$ cat src/rtl/tlc_pkg.sv
// Shared constants and FSM state type for the
// TLC5940 left/right chain scan sequencer.
package tlc_pkg;

  localparam int GS_BITS   = 12;
  localparam int CHANNELS  = 16;
  localparam int LANES     = 6;
  localparam int ROWS      = 8;
  localparam int GS_COUNT  = 4096;
  localparam int SHIFT_LEN = GS_BITS * CHANNELS;

  function automatic int addr_width(
    input int rows,
    input int len
  );
    return $clog2(rows * len);
  endfunction

  localparam int ADDR_W = addr_width(ROWS, SHIFT_LEN);
  localparam int ROW_W  = $clog2(ROWS);
  localparam int BIT_W  = $clog2(SHIFT_LEN);
  localparam int GS_W   = $clog2(2 * GS_COUNT);

  typedef enum logic [2:0] {
    IDLE,
    PRIME,
    GS_RUN,
    BLANK,
    LATCH,
    UNBLANK
  } tlc_state_e;

endpackage

$ cat src/rtl/tlc_scan_sequencer_if.sv
// Frame-buffer read port between the scan
// sequencer (master) and the buffer (slave).
interface tlc_scan_sequencer_if
  import tlc_pkg::*;
();

  logic [ADDR_W-1:0]  rd_addr;
  logic               rd_en;
  logic [2*LANES-1:0] rd_data;

  modport master (
    output rd_addr,
    output rd_en,
    input  rd_data
  );

  modport slave (
    input  rd_addr,
    input  rd_en,
    output rd_data
  );

endinterface

$ cat src/rtl/tlc_shift_engine.sv
// Streams one row of grayscale bits from the
// frame buffer into every lane, two cycles per bit.
module tlc_shift_engine
  import tlc_pkg::*;
(
  input  logic             clock,
  input  logic             reset_n,
  input  logic             start,
  input  logic [ROW_W-1:0] row,
  output logic             done,
  output logic             sclk,
  output logic [LANES-1:0] sin_l,
  output logic [LANES-1:0] sin_r,
  tlc_scan_sequencer_if.master fb
);

  localparam logic [BIT_W-1:0] LAST =
    BIT_W'(SHIFT_LEN - 1);
  localparam logic [BIT_W-1:0] LAST_M1 =
    BIT_W'(SHIFT_LEN - 2);

  logic               active;
  logic               pre;
  logic               rd_vld;
  logic [BIT_W-1:0]   bit_idx;
  logic [ADDR_W-1:0]  base;
  logic [ADDR_W-1:0]  row_base;
  logic [2*LANES-1:0] rd_q;
  logic [2*LANES-1:0] fresh;

  assign row_base =
    ADDR_W'(row) * ADDR_W'(SHIFT_LEN);
  // bit 0 arrives during its own phase A; later
  // bits arrive a cycle early and wait in rd_q
  assign fresh = rd_vld ? fb.rd_data : rd_q;
  assign done  = ~active;

  always_ff @(posedge clock) begin
    if (!reset_n) begin
      active     <= 1'b0;
      pre        <= 1'b0;
      rd_vld     <= 1'b0;
      bit_idx    <= '0;
      base       <= '0;
      rd_q       <= '0;
      sclk       <= 1'b0;
      sin_l      <= '0;
      sin_r      <= '0;
      fb.rd_en   <= 1'b0;
      fb.rd_addr <= '0;
    end else begin
      rd_vld   <= fb.rd_en;
      fb.rd_en <= 1'b0;
      if (rd_vld) rd_q <= fb.rd_data;
      if (!active) begin
        sclk <= 1'b0;
        if (start) begin
          active     <= 1'b1;
          pre        <= 1'b1;
          bit_idx    <= '0;
          base       <= row_base;
          fb.rd_en   <= 1'b1;
          fb.rd_addr <= row_base;
        end
      end else if (pre) begin
        pre        <= 1'b0;
        fb.rd_en   <= 1'b1;
        fb.rd_addr <= base + ADDR_W'(1);
      end else if (!sclk) begin
        sclk  <= 1'b1;
        sin_l <= fresh[LANES-1:0];
        sin_r <= fresh[2*LANES-1:LANES];
      end else begin
        sclk <= 1'b0;
        if (bit_idx == LAST) begin
          active  <= 1'b0;
          bit_idx <= '0;
        end else begin
          bit_idx <= bit_idx + BIT_W'(1);
          if (bit_idx != LAST_M1) begin
            fb.rd_en   <= 1'b1;
            fb.rd_addr <= base
                        + ADDR_W'(bit_idx)
                        + ADDR_W'(2);
          end
        end
      end
    end
  end

endmodule

$ cat src/rtl/tlc_scan_sequencer.sv
// Row scan FSM for the TLC5940 chains: PWM cycle,
// blank/latch gap, row advance and error capture.
module tlc_scan_sequencer
  import tlc_pkg::*;
(
  input  logic             clock,
  input  logic             reset_n,
  input  logic             enable,
  tlc_scan_sequencer_if.master fb,
  output logic             led_sclk,
  output logic [LANES:1]   led_l_sin,
  output logic [LANES:1]   led_r_sin,
  input  logic             led_xerr,
  output logic             led_mode,
  output logic             led_blank,
  output logic             led_xlat,
  output logic             led_gsclk,
  output logic [ROW_W-1:0] row_sel,
  output logic             frame_start,
  output logic             xerr_flag
);

  localparam logic [GS_W-1:0] GS_LAST =
    GS_W'(2 * GS_COUNT - 1);

  tlc_state_e       state;
  tlc_state_e       state_nx;
  logic [GS_W-1:0]  gs_cnt;
  logic [ROW_W-1:0] shift_row;
  logic [ROW_W-1:0] start_row;
  logic             start;
  logic             shift_done;
  logic             xerr_m;
  logic             xerr_s;

  tlc_shift_engine u_shift (
    .clock   (clock),
    .reset_n (reset_n),
    .start   (start),
    .row     (start_row),
    .done    (shift_done),
    .sclk    (led_sclk),
    .sin_l   (led_l_sin),
    .sin_r   (led_r_sin),
    .fb      (fb)
  );

  always_ff @(posedge clock) begin
    if (!reset_n) state <= IDLE;
    else          state <= state_nx;
  end

  always_comb begin
    state_nx  = state;
    start     = 1'b0;
    start_row = shift_row + ROW_W'(1);
    unique case (state)
      IDLE: begin
        if (enable) begin
          start     = 1'b1;
          start_row = '0;
          state_nx  = PRIME;
        end
      end
      PRIME: begin
        if (shift_done) state_nx = BLANK;
      end
      GS_RUN: begin
        if (gs_cnt == GS_LAST) state_nx = BLANK;
      end
      BLANK: begin
        if (shift_done) state_nx = LATCH;
      end
      LATCH: begin
        state_nx = UNBLANK;
      end
      UNBLANK: begin
        if (enable) begin
          start    = 1'b1;
          state_nx = GS_RUN;
        end else begin
          state_nx = IDLE;
        end
      end
      default: state_nx = IDLE;
    endcase
  end

  always_ff @(posedge clock) begin
    if (!reset_n) begin
      gs_cnt      <= '0;
      led_gsclk   <= 1'b0;
      shift_row   <= '0;
      row_sel     <= '0;
      frame_start <= 1'b0;
      xerr_m      <= 1'b1;
      xerr_s      <= 1'b1;
      xerr_flag   <= 1'b0;
    end else begin
      xerr_m <= led_xerr;
      xerr_s <= xerr_m;
      if (state == GS_RUN && !xerr_s)
        xerr_flag <= 1'b1;
      gs_cnt <= (state == GS_RUN)
              ? gs_cnt + GS_W'(1) : '0;
      // last GS_RUN cycle has gsclk high, so the
      // exit edge is also the final falling edge
      led_gsclk <= (state == GS_RUN) && !led_gsclk;
      if (start) shift_row <= start_row;
      if (state == LATCH) row_sel <= shift_row;
      frame_start <= (state == LATCH)
                  && (shift_row == '0);
    end
  end

  assign led_blank = (state != GS_RUN);
  assign led_xlat  = (state == LATCH);
  assign led_mode  = 1'b0;

endmodule

$ cat src/flat_wrapper.sv
// flat-port wrapper written by rule: the top's interface ports become plain ports
module tlc_scan_sequencer_flat import tlc_pkg::*;
  (clock, reset_n, enable, led_sclk, led_l_sin, led_r_sin, led_xerr, led_mode, led_blank, led_xlat, led_gsclk, row_sel, frame_start, xerr_flag, fb_rd_addr, fb_rd_en, fb_rd_data);
  tlc_scan_sequencer_if fb_i ();
  input  logic clock;
  input  logic reset_n;
  input  logic enable;
  output logic led_sclk;
  output logic [LANES:1] led_l_sin;
  output logic [LANES:1] led_r_sin;
  input  logic led_xerr;
  output logic led_mode;
  output logic led_blank;
  output logic led_xlat;
  output logic led_gsclk;
  output logic [ROW_W-1:0] row_sel;
  output logic frame_start;
  output logic xerr_flag;
  output wire logic [$bits(fb_i.rd_addr)-1:0] fb_rd_addr;
  output wire logic [$bits(fb_i.rd_en)-1:0] fb_rd_en;
  input wire logic [$bits(fb_i.rd_data)-1:0] fb_rd_data;
  assign fb_rd_addr = fb_i.rd_addr;
  assign fb_rd_en = fb_i.rd_en;
  assign fb_i.rd_data = fb_rd_data;
  tlc_scan_sequencer u_core (.clock(clock), .reset_n(reset_n), .enable(enable), .fb(fb_i), .led_sclk(led_sclk), .led_l_sin(led_l_sin), .led_r_sin(led_r_sin), .led_xerr(led_xerr), .led_mode(led_mode), .led_blank(led_blank), .led_xlat(led_xlat), .led_gsclk(led_gsclk), .row_sel(row_sel), .frame_start(frame_start), .xerr_flag(xerr_flag));
endmodule
$ cat config.mk
export PLATFORM = sky130hd
export DESIGN_NAME = tlc_scan_sequencer_flat
export DESIGN_NICKNAME = d
export VERILOG_FILES = /design/src/rtl/tlc_pkg.sv /design/src/rtl/tlc_scan_sequencer_if.sv /design/src/rtl/tlc_shift_engine.sv /design/src/rtl/tlc_scan_sequencer.sv /design/src/flat_wrapper.sv
export SDC_FILE = /design/constraint.sdc
export NUM_CORES = 1
export LEC_CHECK = 0
export CORE_ASPECT_RATIO = 0.75
export CORE_UTILIZATION = 34
export CTS_CLUSTER_SIZE = 16
export DETAILED_ROUTE_END_ITERATION = 7
export PLACE_DENSITY_LB_ADDON = 0.08
export SETUP_SLACK_MARGIN = 0.5
export SLEW_MARGIN = 20
export SYNTH_ARGS = -nofsm -noshare
export SYNTH_HDL_FRONTEND = slang
export SYNTH_SLANG_ARGS = --single-unit
$ cat constraint.sdc
create_clock -name clock -period 6.5 [get_ports clock]
set_clock_uncertainty 0.2 [all_clocks]
set_input_delay 0.65 -clock clock [delete_from_list [all_inputs] [get_ports clock]]
set_output_delay 0.65 -clock clock [all_outputs]
set_load 0.02 [all_outputs]
==> results.sh <==
export IMPL_drt_drc_violations_left=0
export IMPL_synthArstFlopShare_pct=0
export IMPL_vias=2696
export IMPL_dieHeight_um=91.7
export IMPL_synth_commonest_cells="dfxtp_1, nand2_1, nor2_1"
export IMPL_finalSetupViolCount=0
export IMPL_power_total_w=0.00130
export IMPL_cts_setup_buffers=0
export IMPL_period_share_pct=47.7
export IMPL_syn_area_sq_um=3640
export IMPL_drt_iter0_markers=163
export IMPL_synth_edf_count=0
export IMPL_cts_tree="yes"
export IMPL_rr_worst_depth=9
export IMPL_cts_made_buffers=9
export IMPL_postPlaceCellArea_sq_um=4190
export IMPL_syn_area_per_cell_sq_um=9.23
export IMPL_nets=459
export IMPL_clock_sinks=80
export IMPL_synth_ff_type="dfxtp_1"
export IMPL_multi_input_area_sq_um=1870
export IMPL_status="finished clean"
export IMPL_rrSetupSlack_ns=3.94
export IMPL_start_kind="flip-flop"
export IMPL_setup_worst_path_end="led_xlat"
export IMPL_cts_hold_buf=0
export IMPL_grt_pass1_wl_mm=12.8
export IMPL_die_area_sq_um=11100
export IMPL_setup_tns_ns=0
export IMPL_root_buffer="clkbuf_16"
export IMPL_layout_drive_gt1_share_pct=6.64
export IMPL_maxCapViolations=0
export IMPL_h_tree_depth=3
export IMPL_die_width_um=122
export IMPL_routabilityCongestion=0.763
export IMPL_postSynthCellCount=395
export IMPL_wl_per_cell_um=13.2
export IMPL_endpoint_kind="output pin"
export IMPL_cp_max_fo=13
export IMPL_crit_start="u_core.state[2]$_SDFFE_PN0P_"
export IMPL_start_util_pct=35.1
export IMPL_max_slew_worst_pin_slew_ns=0.759
export IMPL_required_ns=5.65
export IMPL_vias_per_cell=4.71
export IMPL_dr_pass1_iters=4
export IMPL_postRouteWirelength_mm=7.58
export IMPL_antenna_cells=0
export IMPL_grt_overflow_total=0
export IMPL_syn_to_final_growth_pct=23.5
export IMPL_p_leak_nw=1.70
export IMPL_grt_pass1_vias=2546
export IMPL_worst_slack_ns=3.40
export IMPL_slew_limit_headroom_pct=49.4
export IMPL_powerDensity_nw_per_um2=289
export IMPL_pre_cts_ws_ns=3.31
export IMPL_synth_top_cells_by_area="dfxtp_1, mux2i_1, nor2b_1"
export IMPL_grt_use_total_pct=14.9
export IMPL_ys_warn_count=0
export IMPL_cts_resized=0
export IMPL_cts_buffer_depth=2
export IMPL_synth_nets=422
export IMPL_rr_startpoint="u_core.state[0]$_SDFFE_PN0P_"
export IMPL_rr_endpoint="u_core.u_shift.fb.rd_addr[8]$_SDFFE_PN0P_"
export IMPL_fin_area_sq_um=4500
export IMPL_yosys_area_top_type_share_pct=43.9
export IMPL_ys_seq_elements=80
export IMPL_antenna_left=0
export IMPL_synth_area_leader_cell="dfxtp_1"
export IMPL_slew_violations=0
export IMPL_finalHoldViolations=0
export IMPL_rsz0062_at_grt="false"
export IMPL_grt_antenna_before_repair=0
export IMPL_clock_latency_ns=0.33
export IMPL_rows=32
export IMPL_pin_count=50
export IMPL_seq_area_sq_um=1600
export IMPL_port_buffers=48
export IMPL_grt_max_degree=67
export IMPL_dp_hpwl_mm=5.15
export IMPL_ys_types=57
export IMPL_critPathKind="reg2out"
export IMPL_core_area_sq_um=10400
export IMPL_fmax_mhz=323
export IMPL_clk_pin_slew_ns=0.06
export IMPL_period_needed_ns=3.10
export IMPL_min_path_type="reg2reg"
export IMPL_synth_most_common_cell="dfxtp_1"
export IMPL_ir_worst_vdd_v=0.000158
export IMPL_ys_seq_area_share_pct=43.9
export IMPL_cp_arrival_ns=2.25
export IMPL_fill_cells=1025
==> per-stage QoR <==
stage               instances  util (%)  hold WS, ns
finish                    573      43.4        0.205
global route              573      43.4        0.225
CTS                       573      43.4        0.211
detailed placement        557      40.4        0.199
global placement          557      40.4        0.190
floorplan                 395         -        0.186
==> logic make-up after synthesis <==
group	share of synthesized area (%)
other cells	0.103
simple gates	22.3
flops	43.9
mux	6.08
compound gates	12.1
fa+ha+maj	3.98
xor+xnor	6.76
buf+inv	4.70
==> area by class of cell <==
type	instances	area share, %
Sequential cell	80	35.6
Clock buffer	11	5.61
Timing Repair Buffer	51	11.1
Multi-Input combinational cell	276	41.6
Inverter	14	1.17
Tap cell	136	3.78
Clock inverter	5	1.22
==> critical path, stage by stage (launching register included) <==
cell and delay, ns:
dfxtp_1 0.65, inv_1 0.13, nor3_2 0.43, clkdlybuf4s50_1 0.70
==> report_power, final <==
part | switching [W] | leakage [nW] | internal [W]
registers | 0.0000378 | 0.650 | 0.000524
clock network | 0.000199 | 0.148 | 0.000317
logic | 0.000118 | 0.906 | 0.000103
total | 0.000354 | 1.70 | 0.000945
==> worst min-delay path by stage <==
| stage | from | end | slack, ns | cells past startpoint |
|---|---|---|---|---|
| finish | u_core.xerr_m$_SDFF_PN1_ | u_core.xerr_s$_SDFF_PN1_ | 0.20 | 1 |
| global route | u_core.xerr_m$_SDFF_PN1_ | u_core.xerr_s$_SDFF_PN1_ | 0.23 | 1 |
| CTS | u_core.xerr_m$_SDFF_PN1_ | u_core.xerr_s$_SDFF_PN1_ | 0.21 | 1 |
| detailed placement | u_core.xerr_m$_SDFF_PN1_ | u_core.xerr_s$_SDFF_PN1_ | 0.20 | 1 |
| global placement | u_core.xerr_m$_SDFF_PN1_ | u_core.xerr_s$_SDFF_PN1_ | 0.19 | 1 |
| floorplan | u_core.xerr_m$_SDFF_PN1_ | u_core.xerr_s$_SDFF_PN1_ | 0.19 | 1 |
==> placed cells by master, fill, tap and decap left out, types with 10 or more instances in the layout <==
cell and count:
nor2b_1 26, clkdlybuf4s50_1 47, o211a_1 14, ha_1 10, nand2_1 38, xor2_1 10
xnor2_1 15, inv_1 14, dfxtp_1 80, nor2_1 33, nand3_1 16, mux2i_1 21
==> routing by layer <==
layer / share of wire [%] / vias to the layer above / track usage (%)
met5: 0 / - / 0
met4: 1.5 / 0 / 5.56
met3: 6.6 / 8 / 5.91
met2: 37 / 57 / 18.7
met1: 55 / 1213 / 22.1
li1: - / 1418 / -
==> sequential cells by signal (all words and copies together), names as in the netlist, 3 cells and up <==
| signal | count |
|---|---|
| u_core.state | 3 |
| u_core.u_shift.sin_r | 6 |
| u_core.u_shift.bit_idx | 8 |
| u_core.row_sel | 3 |
| u_core.u_shift.fb.rd_addr | 11 |
| u_core.shift_row | 3 |
| u_core.u_shift.sin_l | 6 |
| u_core.u_shift.base | 5 |
| u_core.u_shift.rd_q | 12 |
| u_core.gs_cnt | 13 |
(Power assumes the default switching activity.)
